### src/rtl/sm_dot_accum_pkg.sv
// Shared constants and the stage-1 pipeline record for sm_dot_accum.
// The S1 record width is fixed by DW_DEF, so the top must be built with DW == DW_DEF.
package sm_dot_pkg;

  localparam int DW_DEF = 9;
  localparam int AW_DEF = 32;
  localparam int CW_DEF = 16;
  localparam int PW     = 2 * DW_DEF - 1;

  typedef struct packed {
    logic [PW-1:0] p;
    logic          s;
    logic          last;
    logic          valid;
  } s1_rec_t;

endpackage

### src/rtl/sm_dot_accum_if.sv
// Operand-in / result-out stream bundle for sm_dot_accum.
interface sm_dot_accum_if #(
  parameter int DW = 9,
  parameter int AW = 32,
  parameter int CW = 16
);

  logic          in_valid;
  logic          in_ready;
  logic [DW-1:0] in_a;
  logic [DW-1:0] in_b;
  logic          in_last;
  logic          out_valid;
  logic          out_ready;
  logic [AW-1:0] out_data;
  logic [CW-1:0] out_count;
  logic          out_sat;

  modport master (
    output in_valid, in_a, in_b, in_last, out_ready,
    input  in_ready, out_valid, out_data, out_count, out_sat
  );

  modport slave (
    input  in_valid, in_a, in_b, in_last, out_ready,
    output in_ready, out_valid, out_data, out_count, out_sat
  );

endinterface

### src/rtl/sm_twos_convert.sv
// Sign plus unsigned magnitude to sign-extended AW-bit two's complement.
module sm_twos_convert #(
  parameter int PW = 17,
  parameter int AW = 32
) (
  input  logic                 s_i,
  input  logic [PW-1:0]        p_i,
  output logic signed [AW-1:0] v_o
);

  logic signed [AW-1:0] mag;

  assign mag = {{(AW-PW){1'b0}}, p_i};
  assign v_o = s_i ? -mag : mag;

endmodule

### src/rtl/sm_dot_accum.sv
// Streaming sign-magnitude dot-product accumulator, one signed sum per group.
// Define SM_DOT_ACC_SAT_EN to clamp every add and report a sticky per-group out_sat.
module sm_dot_accum
  import sm_dot_pkg::*;
#(
  parameter int DW = DW_DEF,
  parameter int AW = AW_DEF,
  parameter int CW = CW_DEF
) (
  input logic           clk,
  input logic           rst,
  sm_dot_accum_if.slave bus
);

  // Sign bit with zero magnitude encodes the most-negative value -2^(DW-1).
  function automatic logic [PW-1:0] dec_mag(input logic [DW-1:0] x);
    logic [PW-1:0] m;
    if (x[DW-1] && (x[DW-2:0] == '0)) m = {{(PW-DW){1'b0}}, 1'b1, {(DW-1){1'b0}}};
    else                               m = {{(PW-DW+1){1'b0}}, x[DW-2:0]};
    return m;
  endfunction

`ifdef SM_DOT_ACC_SAT_EN
  // Returns {clamped, result}; overflow shows as disagreement of the two top bits.
  function automatic logic [AW:0] sat_add(input logic signed [AW-1:0] a,
                                          input logic signed [AW-1:0] b);
    logic signed [AW:0] wide;
    logic [AW:0]        r;
    wide = {a[AW-1], a} + {b[AW-1], b};
    if (wide[AW] != wide[AW-1])
      r = {1'b1, wide[AW], {(AW-1){~wide[AW]}}};
    else
      r = {1'b0, wide[AW-1:0]};
    return r;
  endfunction
`endif

  logic                 stall;
  logic [PW-1:0]        ma, mb;
  s1_rec_t              s1_d, s1_q;
  logic signed [AW-1:0] v;
  logic signed [AW-1:0] sum;
  logic signed [AW-1:0] acc_d, acc_q;
  logic [CW-1:0]        cnt_d, cnt_q;
  logic                 out_valid_d, out_valid_q;
  logic [AW-1:0]        out_data_d, out_data_q;
  logic [CW-1:0]        out_count_d, out_count_q;

  assign stall        = out_valid_q && !bus.out_ready;
  assign bus.in_ready = !stall;

  // Stage 1: magnitude product and product sign
  assign ma = dec_mag(bus.in_a);
  assign mb = dec_mag(bus.in_b);

  always_comb begin
    s1_d       = s1_q;
    s1_d.p     = ma * mb;
    s1_d.s     = bus.in_a[DW-1] ^ bus.in_b[DW-1];
    s1_d.last  = bus.in_last;
    s1_d.valid = bus.in_valid;
  end

  always_ff @(posedge clk) begin
    if (rst)         s1_q.valid <= 1'b0;
    else if (!stall) s1_q       <= s1_d;
  end

  // Stage 2: restore two's complement, accumulate, emit on last
  sm_twos_convert #(.PW(PW), .AW(AW)) u_cvt (
    .s_i (s1_q.s),
    .p_i (s1_q.p),
    .v_o (v)
  );

`ifdef SM_DOT_ACC_SAT_EN
  logic clamp;
  logic sat_d, sat_q;
  logic out_sat_d, out_sat_q;

  assign {clamp, sum} = sat_add(acc_q, v);
  assign bus.out_sat  = out_sat_q;

  always_comb begin
    sat_d     = sat_q;
    out_sat_d = out_sat_q;
    if (!stall && s1_q.valid) begin
      if (s1_q.last) begin
        out_sat_d = sat_q | clamp;
        sat_d     = 1'b0;
      end else begin
        sat_d     = sat_q | clamp;
      end
    end
  end

  always_ff @(posedge clk) begin
    if (rst) begin
      sat_q     <= 1'b0;
      out_sat_q <= 1'b0;
    end else begin
      sat_q     <= sat_d;
      out_sat_q <= out_sat_d;
    end
  end
`else
  assign sum         = acc_q + v;
  assign bus.out_sat = 1'b0;
`endif

  always_comb begin
    acc_d       = acc_q;
    cnt_d       = cnt_q;
    out_valid_d = out_valid_q;
    out_data_d  = out_data_q;
    out_count_d = out_count_q;
    if (!stall) begin
      // Not stalled means any held result is being accepted this cycle.
      out_valid_d = 1'b0;
      if (s1_q.valid) begin
        if (s1_q.last) begin
          out_data_d  = sum;
          out_count_d = cnt_q + CW'(1);
          out_valid_d = 1'b1;
          acc_d       = '0;
          cnt_d       = '0;
        end else begin
          acc_d       = sum;
          cnt_d       = cnt_q + CW'(1);
        end
      end
    end
  end

  always_ff @(posedge clk) begin
    if (rst) begin
      acc_q       <= '0;
      cnt_q       <= '0;
      out_valid_q <= 1'b0;
      out_data_q  <= '0;
      out_count_q <= '0;
    end else begin
      acc_q       <= acc_d;
      cnt_q       <= cnt_d;
      out_valid_q <= out_valid_d;
      out_data_q  <= out_data_d;
      out_count_q <= out_count_d;
    end
  end

  assign bus.out_valid = out_valid_q;
  assign bus.out_data  = out_data_q;
  assign bus.out_count = out_count_q;

endmodule

### src/flat_wrapper.sv
// flat-port wrapper written by rule: the top's interface ports become plain ports
module sm_dot_accum_flat import sm_dot_pkg::*;
#(
  parameter int DW = DW_DEF,
  parameter int AW = AW_DEF,
  parameter int CW = CW_DEF
)
  (clk, rst, bus_in_valid, bus_in_a, bus_in_b, bus_in_last, bus_out_ready, bus_in_ready, bus_out_valid, bus_out_data, bus_out_count, bus_out_sat);
  sm_dot_accum_if #(.DW(DW), .AW(AW), .CW(CW)) bus_i ();
  input logic clk;
  input logic rst;
  input wire logic [$bits(bus_i.in_valid)-1:0] bus_in_valid;
  input wire logic [$bits(bus_i.in_a)-1:0] bus_in_a;
  input wire logic [$bits(bus_i.in_b)-1:0] bus_in_b;
  input wire logic [$bits(bus_i.in_last)-1:0] bus_in_last;
  input wire logic [$bits(bus_i.out_ready)-1:0] bus_out_ready;
  output wire logic [$bits(bus_i.in_ready)-1:0] bus_in_ready;
  output wire logic [$bits(bus_i.out_valid)-1:0] bus_out_valid;
  output wire logic [$bits(bus_i.out_data)-1:0] bus_out_data;
  output wire logic [$bits(bus_i.out_count)-1:0] bus_out_count;
  output wire logic [$bits(bus_i.out_sat)-1:0] bus_out_sat;
  assign bus_i.in_valid = bus_in_valid;
  assign bus_i.in_a = bus_in_a;
  assign bus_i.in_b = bus_in_b;
  assign bus_i.in_last = bus_in_last;
  assign bus_i.out_ready = bus_out_ready;
  assign bus_in_ready = bus_i.in_ready;
  assign bus_out_valid = bus_i.out_valid;
  assign bus_out_data = bus_i.out_data;
  assign bus_out_count = bus_i.out_count;
  assign bus_out_sat = bus_i.out_sat;
  sm_dot_accum #(.DW(DW), .AW(AW), .CW(CW)) u_core (.clk(clk), .rst(rst), .bus(bus_i));
endmodule
### config.mk
export PLATFORM = sky130hd
export DESIGN_NAME = sm_dot_accum_flat
export DESIGN_NICKNAME = d
export VERILOG_FILES = /design/src/rtl/sm_dot_accum_pkg.sv /design/src/rtl/sm_dot_accum_if.sv /design/src/rtl/sm_twos_convert.sv /design/src/rtl/sm_dot_accum.sv /design/src/flat_wrapper.sv
export SDC_FILE = /design/constraint.sdc
export NUM_CORES = 1
export LEC_CHECK = 0
export CAP_MARGIN = 10
export CORE_MARGIN = 2
export CORE_UTILIZATION = 25
export CTS_CLUSTER_SIZE = 14
export DETAILED_ROUTE_END_ITERATION = 7
export MAX_ROUTING_LAYER = met4
export PLACE_DENSITY = 0.38
export SLEW_MARGIN = 20
export SYNTH_ARGS = -nofsm -noshare
export SYNTH_HDL_FRONTEND = slang
export SYNTH_SLANG_ARGS = --single-unit
### constraint.sdc
create_clock -name clk -period 10 [get_ports clk]
set_clock_uncertainty 0.2 [all_clocks]
set_input_delay 2.5 -clock clk [delete_from_list [all_inputs] [get_ports clk]]
set_output_delay 2.5 -clock clk [all_outputs]
set_load 0.01 [all_outputs]
==> summary.md <==
| Metric | Value |
|---|---|
| Status | finished, final reports clean |
| Post-route setup TNS | 0 ns |
| Sequential fraction of the synthesis area | 28.2% |
| Die Y | roughly 190 um |
| Register bit total from synthesis | between 100 and 150 |
| Tcrit/Tclk final | 77.9% |
| GP Congestion | 0.765 |
| Total wire length | between 20000 and 25000 um |
| Global-route wire length before repair | 39000 um |
| Clk buf depth | 2 |
| GRT Overall Usage | between 10% and 20% |
| Setup bufs post-CTS | 0 |
| Distinct cells, synth | 62 |
| GR Util met1 | roughly 17% |
| Starting DRT DRC Count | 341 |
| Root buffer cell | clkbuf_16 |
| Largest net degree at the start of global routing | 82 |
| M2 GR Usage | approximately a fifth |
| Net Count, Synth | 1219 |
| RSZ-0062 raised after global routing | false |
| HPWL Detailed | around 18000 um |
| Clk pin slew, worst setup/hold paths | around 0.06 ns |
| Placed cell areas | just over 10000 um2 |
| Initial Util | about a quarter |
| Site Rows | slightly below 70 |
| Setup Viol. Count Final | 0 |
| Ys async rst share | 0% |
| Die Area | roughly 37000 um2 |
| Placed instance count | 1559 |
| Worst reg2reg startpoint | u_core.s1_q[12]$_DFFE_PP_ |
| Grt met3 use | 2.16% |
| Worst Path Max Fanout | 10 |
| Power Density | approximately 170 nW/um2 |
| Layout area overhead | 19.1% |
| CP required | 9.97 ns |
| Worst skew pair latency | between 0.4 and 0.5 ns |
| R2R setup slack | ~5.0 ns |
| Tightest Pin Transition | 1.02 ns |
| H-tree levels | 4 |
| CTS hold repair buffers | 0 |
| Hold path startpoint | u_core.bus.out_data[20]$_SDFFE_PP0P_ |
| Diode count | 0 |
| Mapped cell area | approximately 9000 um2 |
| Fmax | 128 MHz |
| Core area | 35500 um2 |
| DR vias | 7264 |
| Initial antenna violation count | 0 |
| Crit Path Class | in2reg |
| Headroom to the max-slew limit | a little under a third |
| Top Ports | 74 |
| WP data arrival | just under 8 ns |
| Hold endpoint | u_core.bus.out_data[20]$_SDFFE_PP0P_ |
| FF-to-FF End | u_core.acc_q[30]$_SDFFE_PP0P_ |
| Post-route ant nets | 0 |
| Avg WL per Cell | 15.1 um |
| Synth warnings | 0 |
| CTS sink cnt | around 120 |
| Tot Pwr | 1.86 mW |
| Post-CTS sizing | 0 |
| Top cell type's share of synthesized area | 21.9% |
| Layout Cells excl Fill | ~1600 |
| DR DRC count | 0 |
| Die extent in x | around 190 um |
| Router iterations before antenna repair | 5 |
| TritonCTS clock tree | done |
| Number of synthesized flops with an enable pin | 19 |
| Minimum clock period | 7.79 ns |
| Post-synthesis instance total | 1077 |
| Top cells by area, synth | dfxtp_1, fa_1, ha_1, edfxtp_1, nand2_1 |
| Worst Hold Class | reg2reg |
| Gr busiest metal | met2 |
| Most numerous cell in the Yosys netlist | nand2_1 |
| Total grt overflow | 0 |
| Critical Path End Type | flip-flop |
| Worst setup SP type | input pin |
| PortBufs | 72 |
| Reg2reg path depth | 16 |
| Max-cap viol count | 0 |
| CTS Buf Count | 17 |
| Hold Path Depth | 2 |
| Leakage | approximately 4.4 nW |
| Hold Violations, Final | 0 |
| Vias in the first global route | 7172 |
| Synth area leader | dfxtp_1 |
| Worst Hold Margin | 0.254 ns |
| Top cells by count, synth | nand2_1, dfxtp_1, nor2_1 |
| Mapped Avg Cell Area | ~8.3 um2 |
| Vias per cell | between 4 and 5 |
| Nets | between 1000 and 1500 |
| VDD IR max | 0.000134 V |
| Final Slew Violations | 0 |
| Design Area, Final | ~11000 um2 |
| Share of layout cells above drive strength 1 | 5.22% |
| Top_reg_cell synth | dfxtp_1 |
critical path: stages:
cell             delay [ns]
clkdlybuf4s50_1        0.59
nor4_1                 0.38
nand3b_1               0.11
nor4_1                 0.17
buf_4                  0.21
nand2_1                0.09
fa_1                   0.52
fa_1                   0.55
inv_1                  0.05
fa_1                   0.52
inv_1                  0.05
fa_1                   0.52
inv_1                  0.04
ha_1                   0.31
a21boi_0               0.15
o21ai_0                0.23
a21oi_1                0.13
nand4_1                0.11
nand3_1                0.10
o41ai_1                0.31
xnor2_1                0.11
routing by layer:
layer | share of wire, % | vias up | wire (um)
li1 | - | 3735 | -
met5 | 0 | - | 0
met2 | 46 | 111 | 11000
met4 | 1.0 | 0 | 243
met3 | 2.7 | 21 | 646
met1 | 50 | 3397 | 12000
worst max path at each step:
stage	slack, ns	to	start
after floorplan	2.21	u_core.s1_q[16]$_DFFE_PP_	bus_in_b[0]
after global placement	1.74	u_core.s1_q[19]$_DFFE_PP_	bus_in_b[0]
after detailed placement	1.68	u_core.s1_q[19]$_DFFE_PP_	bus_in_b[0]
after CTS	2.13	u_core.s1_q[19]$_DFFE_PP_	bus_in_b[0]
after global routing	1.78	u_core.s1_q[18]$_DFFE_PP_	bus_in_b[0]
final	2.21	u_core.s1_q[19]$_DFFE_PP_	bus_in_b[0]
cell families after synthesis:
kind of cell               count (synthesis)  synth area share [%]
and+or+nand+nor                          366                  19.1
AOI/OAI and AO/OA                        251                  18.3
buffers and inverters                    150                  6.41
adders and majority gates                119                  20.8
DFF                                      117                  28.2
xor gates and xnor gates                  68                  6.63
muxes                                      5                 0.558
other                                      1                0.0418
registers in the layout, indices dropped and copies added, names as in the netlist:
register and cells:
u_core.acc_q 32, u_core.bus.out_count 16, u_core.bus.out_data 32, u_core.bus.out_valid 1, u_core.cnt_q 16, u_core.s1_q 20
where the power goes:
| part | internal (mW) | total, mW | switching (mW) | leakage (nW) |
|---|---|---|---|---|
| logic | 0.290 | 0.670 | 0.380 | 3.15 |
| registers | 0.544 | 0.580 | 0.0360 | 0.983 |
| clock network | 0.365 | 0.615 | 0.249 | 0.286 |
| total | 1.20 | 1.86 | 0.666 | 4.42 |
through the flow:
| stage | util, % | worst slack [ns] |
|---|---|---|
| finish | 30.1 | 2.21 |
| global route | 30.1 | 1.78 |
| CTS | 30.1 | 2.13 |
| detailed placement | 28.5 | 1.68 |
| global placement | 28.5 | 1.74 |
| floorplan | - | 2.21 |
layout make-up:
class / count / area [um2]
fillers: 3793 / 24800
multi-input cells: 810 / 5880
flip-flops and latches: 117 / 2530
repair buffers: 81 / 783
well taps: 461 / 577
clock buffers: 19 / 464
inverters: 90 / 338
clock inverters: 13 / 119
placed cells by master, fill, tap and decap left out, types with 5 or more instances in the layout:
| cell | n |
|---|---|
| a211oi_1 | 17 |
| a21o_1 | 14 |
| a21oi_1 | 70 |
| a22o_1 | 14 |
| a22oi_1 | 22 |
| a31oi_1 | 6 |
| and2_1 | 51 |
| and3_1 | 13 |
| buf_4 | 9 |
| clkbuf_16 | 18 |
| clkdlybuf4s50_1 | 71 |
| dfxtp_1 | 98 |
| edfxtp_1 | 19 |
| fa_1 | 50 |
| ha_1 | 69 |
| inv_1 | 89 |
| mux2i_1 | 5 |
| nand2_1 | 135 |
| nand2b_1 | 6 |
| nand3_1 | 13 |
| nand4_1 | 5 |
| nor2_1 | 96 |
| nor2b_1 | 5 |
| nor3_1 | 10 |
| nor4_1 | 8 |
| o21a_1 | 16 |
| o21ai_0 | 49 |
| o21bai_1 | 6 |
| o31a_2 | 6 |
| o31ai_1 | 6 |
| xnor2_1 | 55 |
| xor2_1 | 13 |
No activity file was read; power rests on OpenSTA's default activity.
